`src/rtl/imm_gen_pipe.sv`:
```
// imm_gen_pipe: registered multi-lane I/S/B/U/J(/Z) immediate generator sitting
// on the decode->execute boundary, with a valid/ready handshake, a one-entry
// skid register behind the output register, and a pipeline flush.
// Optional feature macro: IMM_ZICSR_EN (sel=5 yields the zero-extended CSR uimm).
module imm_gen_pipe #(
  parameter int unsigned XLEN  = 32,
  parameter int unsigned LANES = 1
) (
  input  logic                    clk,
  input  logic                    rst_n,
  input  logic                    flush_i,
  input  logic                    in_valid_i,
  output logic                    in_ready_o,
  input  logic [LANES-1:0]        in_lane_vld_i,
  input  logic [3*LANES-1:0]      in_sel_i,
  input  logic [32*LANES-1:0]     in_instr_i,
  output logic                    out_valid_o,
  input  logic                    out_ready_i,
  output logic [LANES-1:0]        out_lane_vld_o,
  output logic [XLEN*LANES-1:0]   out_imm_o
);

  localparam int unsigned SEL_W = 3;
  localparam int unsigned INS_W = 32;
  localparam int unsigned IMM_W = XLEN * LANES;

  localparam logic [SEL_W-1:0] SEL_I = 3'd0;
  localparam logic [SEL_W-1:0] SEL_S = 3'd1;
  localparam logic [SEL_W-1:0] SEL_B = 3'd2;
  localparam logic [SEL_W-1:0] SEL_U = 3'd3;
  localparam logic [SEL_W-1:0] SEL_J = 3'd4;
`ifdef IMM_ZICSR_EN
  localparam logic [SEL_W-1:0] SEL_Z = 3'd5;
`endif

  // Decode one instruction; every signed format is built at 32 bits, then sign-extended
  function automatic logic [XLEN-1:0] decode(input logic [SEL_W-1:0] sel,
                                             input logic [INS_W-1:0] ins);
    logic [INS_W-1:0] imm32;
    logic [XLEN-1:0]  res;
    imm32 = '0;
    case (sel)
      SEL_I:   imm32 = {{20{ins[31]}}, ins[31:20]};
      SEL_S:   imm32 = {{20{ins[31]}}, ins[31:25], ins[11:7]};
      SEL_B:   imm32 = {{19{ins[31]}}, ins[31], ins[7], ins[30:25], ins[11:8], 1'b0};
      SEL_U:   imm32 = {ins[31:12], 12'b0};
      SEL_J:   imm32 = {{11{ins[31]}}, ins[31], ins[19:12], ins[20], ins[30:21], 1'b0};
      default: imm32 = '0;
    endcase
    res = XLEN'($signed(imm32));
`ifdef IMM_ZICSR_EN
    if (sel == SEL_Z) res = XLEN'(ins[19:15]);
`endif
    return res;
  endfunction

  logic [IMM_W-1:0] dec_imm;
  logic [IMM_W-1:0] skid_imm;
  logic [LANES-1:0] skid_lane_vld;
  logic             skid_valid;
  logic             accept;
  logic             out_free;
  logic             unused_opcode_bits;

  // Opcode bits [6:0] carry no immediate information
  assign unused_opcode_bits = ^in_instr_i;

  assign accept   = in_valid_i & in_ready_o;
  assign out_free = ~out_valid_o | out_ready_i;

  // Per-lane decode; invalid lanes contribute a zero immediate
  always_comb begin
    dec_imm = '0;
    for (int k = 0; k < int'(LANES); k++) begin
      if (in_lane_vld_i[k])
        dec_imm[XLEN*k +: XLEN] = decode(in_sel_i[SEL_W*k +: SEL_W], in_instr_i[INS_W*k +: INS_W]);
    end
  end

  // Output register + skid register; flush beats accept/drain, in_ready tracks skid emptiness
  always_ff @(posedge clk or negedge rst_n) begin
    if (!rst_n) begin
      out_valid_o    <= 1'b0;
      out_lane_vld_o <= '0;
      out_imm_o      <= '0;
      skid_valid     <= 1'b0;
      skid_lane_vld  <= '0;
      skid_imm       <= '0;
      in_ready_o     <= 1'b1;
    end else if (flush_i) begin
      out_valid_o    <= 1'b0;
      out_lane_vld_o <= '0;
      skid_valid     <= 1'b0;
      in_ready_o     <= 1'b1;
    end else if (out_free) begin
      if (skid_valid) begin
        out_valid_o    <= 1'b1;
        out_lane_vld_o <= skid_lane_vld;
        out_imm_o      <= skid_imm;
      end else if (accept) begin
        out_valid_o    <= 1'b1;
        out_lane_vld_o <= in_lane_vld_i;
        out_imm_o      <= dec_imm;
      end else begin
        out_valid_o    <= 1'b0;
      end
      skid_valid <= 1'b0;
      in_ready_o <= 1'b1;
    end else if (accept) begin
      skid_valid    <= 1'b1;
      skid_lane_vld <= in_lane_vld_i;
      skid_imm      <= dec_imm;
      in_ready_o    <= 1'b0;
    end
  end

endmodule
```
`config.mk`:
```
export PLATFORM = sky130hd
export DESIGN_NAME = imm_gen_pipe
export DESIGN_NICKNAME = d
export VERILOG_FILES = /design/src/rtl/imm_gen_pipe.sv
export SDC_FILE = /design/constraint.sdc
export NUM_CORES = 1
export LEC_CHECK = 0
export CORE_MARGIN = 1
export CORE_UTILIZATION = 50
export DETAILED_ROUTE_END_ITERATION = 8
export GPL_TIMING_DRIVEN = 0
export HOLD_SLACK_MARGIN = 0.12
export PLACE_DENSITY = 0.8
export SETUP_SLACK_MARGIN = 0.05
export SLEW_MARGIN = 20
export SYNTH_ARGS = -nofsm -noshare
export SYNTH_HDL_FRONTEND = slang
export SYNTH_SLANG_ARGS = --single-unit
```
`constraint.sdc`:
```
create_clock -name clk -period 2.2 [get_ports clk]
set_input_delay 0.44 -clock clk [delete_from_list [all_inputs] [get_ports clk]]
set_output_delay 0.44 -clock clk [all_outputs]
set_load 0.01 [all_outputs]
```
==> metrics <==
status finished, final reports clean; Clock Path Buffers 2; HPWL after DPL ~5.9 mm; HP Class register to register; clock skew just over 6 ps; P_sw slightly below 900 uW; Core ar. roughly 0.0063 mm2; clk sinks between 60 and 70; largest net degree at the start of global routing 41; post-cts resize count 0; Starting Density 0.515; Clock Latency Late Sink 350 ps; # DRC 0; via count 3016; first-pass GRT wire length about 14 mm; worst-margin pin slew 529 ps; Internal around 2.4 mW; Hold Buf Count CTS 1; global placer's final weighted congestion roughly 0.95; Switching Fraction 0.268; CP peak stage delay around 540 ps; most frequent cells in the layout nand2_1 (68), dfrtp_1 (68), clkdlybuf4s50_1 (67); nature of the critical path endpoint register; area of the die about 0.0069 mm2; Clock power frac 0.337; main area contributors after synthesis dfrtp_1 (52%), nand2_1 (7.8%), o211ai_1 (5.7%), nand3_1 (4.9%), a21oi_1 (4.3%); Setup Buffers After CTS 0; Cells after Synth between 300 and 400; commonest register cell after synthesis dfrtp_1; Netlist cell types 35; min cycle time layout 1930 ps; number of synthesized register bits 69; startpoint class of the critical path input port; PwrDens ~750 mW/mm2; Synth top area share 0.520; Max VDD drop approximately 460 uV; EDFF count, synth 0; height of the chip slightly above 80 um; WS Path Type input port to register; fraction of layout cells with a size suffix above 1 0.0880; Layout Nets approximately 480; Layout Area Growth over Synthesis 31.1%; Final Worst Setup Slack about 270 ps; initial antenna violation count 0; vias in the first global route roughly 2800; share of flip-flops with an asynchronous set or reset 1.00; diode count 0; Avg Cell Area, Syn ~9 um2; CTS buffer count 9; H-tree Lvls 3; I/O pins 76; worst-path maximum fanout 10; Overall Power around 3.2 mW; max cap viols 0; total congestion overflow 0; CP Cell Sequence clkdlybuf4s50_1 > nor3b_2 > nand3_1 > clkbuf_1 > nand2_1 > o21ai_0; Mapped Area around 0.0033 mm2; clk slew on worst S/H paths approximately 70 ps; Crit path max-delay family buffers and inverters; CTS tree done; Routed wire per std cell roughly 16 um; post-synthesis sequential area ratio 0.528; YS warnings 0; Horiz. Die Dim 82.9 um; Buffers & Inverters on Critical Path 2; final hold vios 0; leakage power ~1.8 nW; sequential power share 0.468; Cell Area, Placed around 0.0041 mm2; Final Setup Violations 0; drt pass-1 iters 5; overall routed net length approximately 8.3 mm; crit share post-route 0.879; final core utilization 0.675; Gate power share 0.194; RSZ-0062 raised after global routing no; FMAX 0.517 GHz; setup TNS 0 ps; cell taking the most area after synthesis dfrtp_1; Worst Path Required 2420 ps; Max Slew Vio Count 0; Clk Tree Root Cell clkbuf_8; PortBufs between 60 and 70; worst path arrival time between 2000 and 2500 ps; Relative slew margins 0.647; slowest CP cell clkdlybuf4s50_1; row cnt 29; Detailed Route Iter0 Violations roughly 220; Total GRT Usage 0.259; vias per inst 5.80; DRT antenna net count 0; pre-CTS WS -75.9 ps; Final Cell Area 0.00429 mm2; Mapped Nets a little under 400
## synthesized netlist by cell type, types with 2 or more instances
| library cell | instances |
|---|---|
| a21oi_1 | 28 |
| a221oi_1 | 6 |
| a31oi_1 | 8 |
| and2b_1 | 3 |
| buf_2 | 12 |
| clkbuf_1 | 13 |
| dfrtp_1 | 68 |
| inv_1 | 2 |
| nand2_1 | 68 |
| nand2b_1 | 6 |
| nand3_1 | 32 |
| nor2_1 | 21 |
| nor2b_1 | 5 |
| nor3b_1 | 4 |
| o211ai_1 | 25 |
| o21a_1 | 10 |
| o21ai_0 | 27 |
| or3_1 | 2 |
## registers in the layout, summed over array words and instances (netlist names)
name / count
out_imm_o: 32
skid_imm: 32
in_ready_o: 1
out_lane_vld_o: 1
out_valid_o: 1
skid_lane_vld: 1
skid_valid: 1
## worst reg2reg max path, stage by stage, from the launching register on
cell,delay (ps)
dfstp_2,560
a21oi_1,150
nor3_4,320
clkbuf_1,430
nand3_1,160
o211ai_1,120
## power groups by stage
stage / clock, mW / sequential (mW) / combinational, mW
2_1_floorplan: 0 / 1.56 / 0.255
3_3_place_gp: 0 / 1.53 / 0.606
3_5_place_dp: 0 / 1.53 / 0.624
4_1_cts: 1.10 / 1.51 / 0.629
5_1_grt: 1.17 / 1.53 / 0.687
6_report: 1.09 / 1.51 / 0.626
## routing by layer
layer / global-route usage / routed length [um] / vias up
met4: 0.100 / 206 / 0
met2: 0.391 / 3840 / 133
met5: 0 / 0 / -
met1: 0.365 / 3740 / 1440
met3: 0.0577 / 487 / 16
li1: - / - / 1427
## per-stage QoR
step                      hold slack (ps)  instances
final                                 471        520
after global routing                  498        520
after CTS                             473        520
after detailed placement              399        503
after global placement                449        502
after floorplan                       144        357
## layout make-up
| type | instances | area [um2] |
|---|---|---|
| flip-flops and latches | 69 | 1730 |
| multi-input cells | 258 | 1410 |
| clock buffers | 13 | 169 |
| clock inverters | 3 | 42.5 |
| inverters | 2 | 7.51 |
| repair buffers | 70 | 708 |
| fillers | 520 | 2060 |
| well taps | 77 | 96.3 |
| plain buffers | 28 | 131 |
## kinds of logic (layout without fill, tap and decap cells)
group,after synthesis,in the layout,share of synthesized area
AO/OA/AOI/OAI,106,106,0.200
adder cells (fa/ha/maj),1,1,0.00306
buffers and inverters,30,116,0.0424
flip-flops,69,69,0.528
multiplexers,1,1,0.00344
AND/OR/NAND/NOR,150,150,0.223
## path summary, 6_finish.rpt
path                                  start  depth (start not counted)  slack, ps            to
max in group asynchronous             rst_n                          3       1090  skid_imm[20]
worst max-delay path                flush_i                          6        270  skid_imm[16]
min in group asynchronous             rst_n                          2        570  out_imm_o[5]
worst min-delay path            skid_imm[7]                          2        470   skid_imm[7]
worst min register to register  skid_imm[7]                          2        470   skid_imm[7]
worst max register to register   in_ready_o                          5        380  out_imm_o[2]
Note: power is estimated with default switching activity, not from simulation.
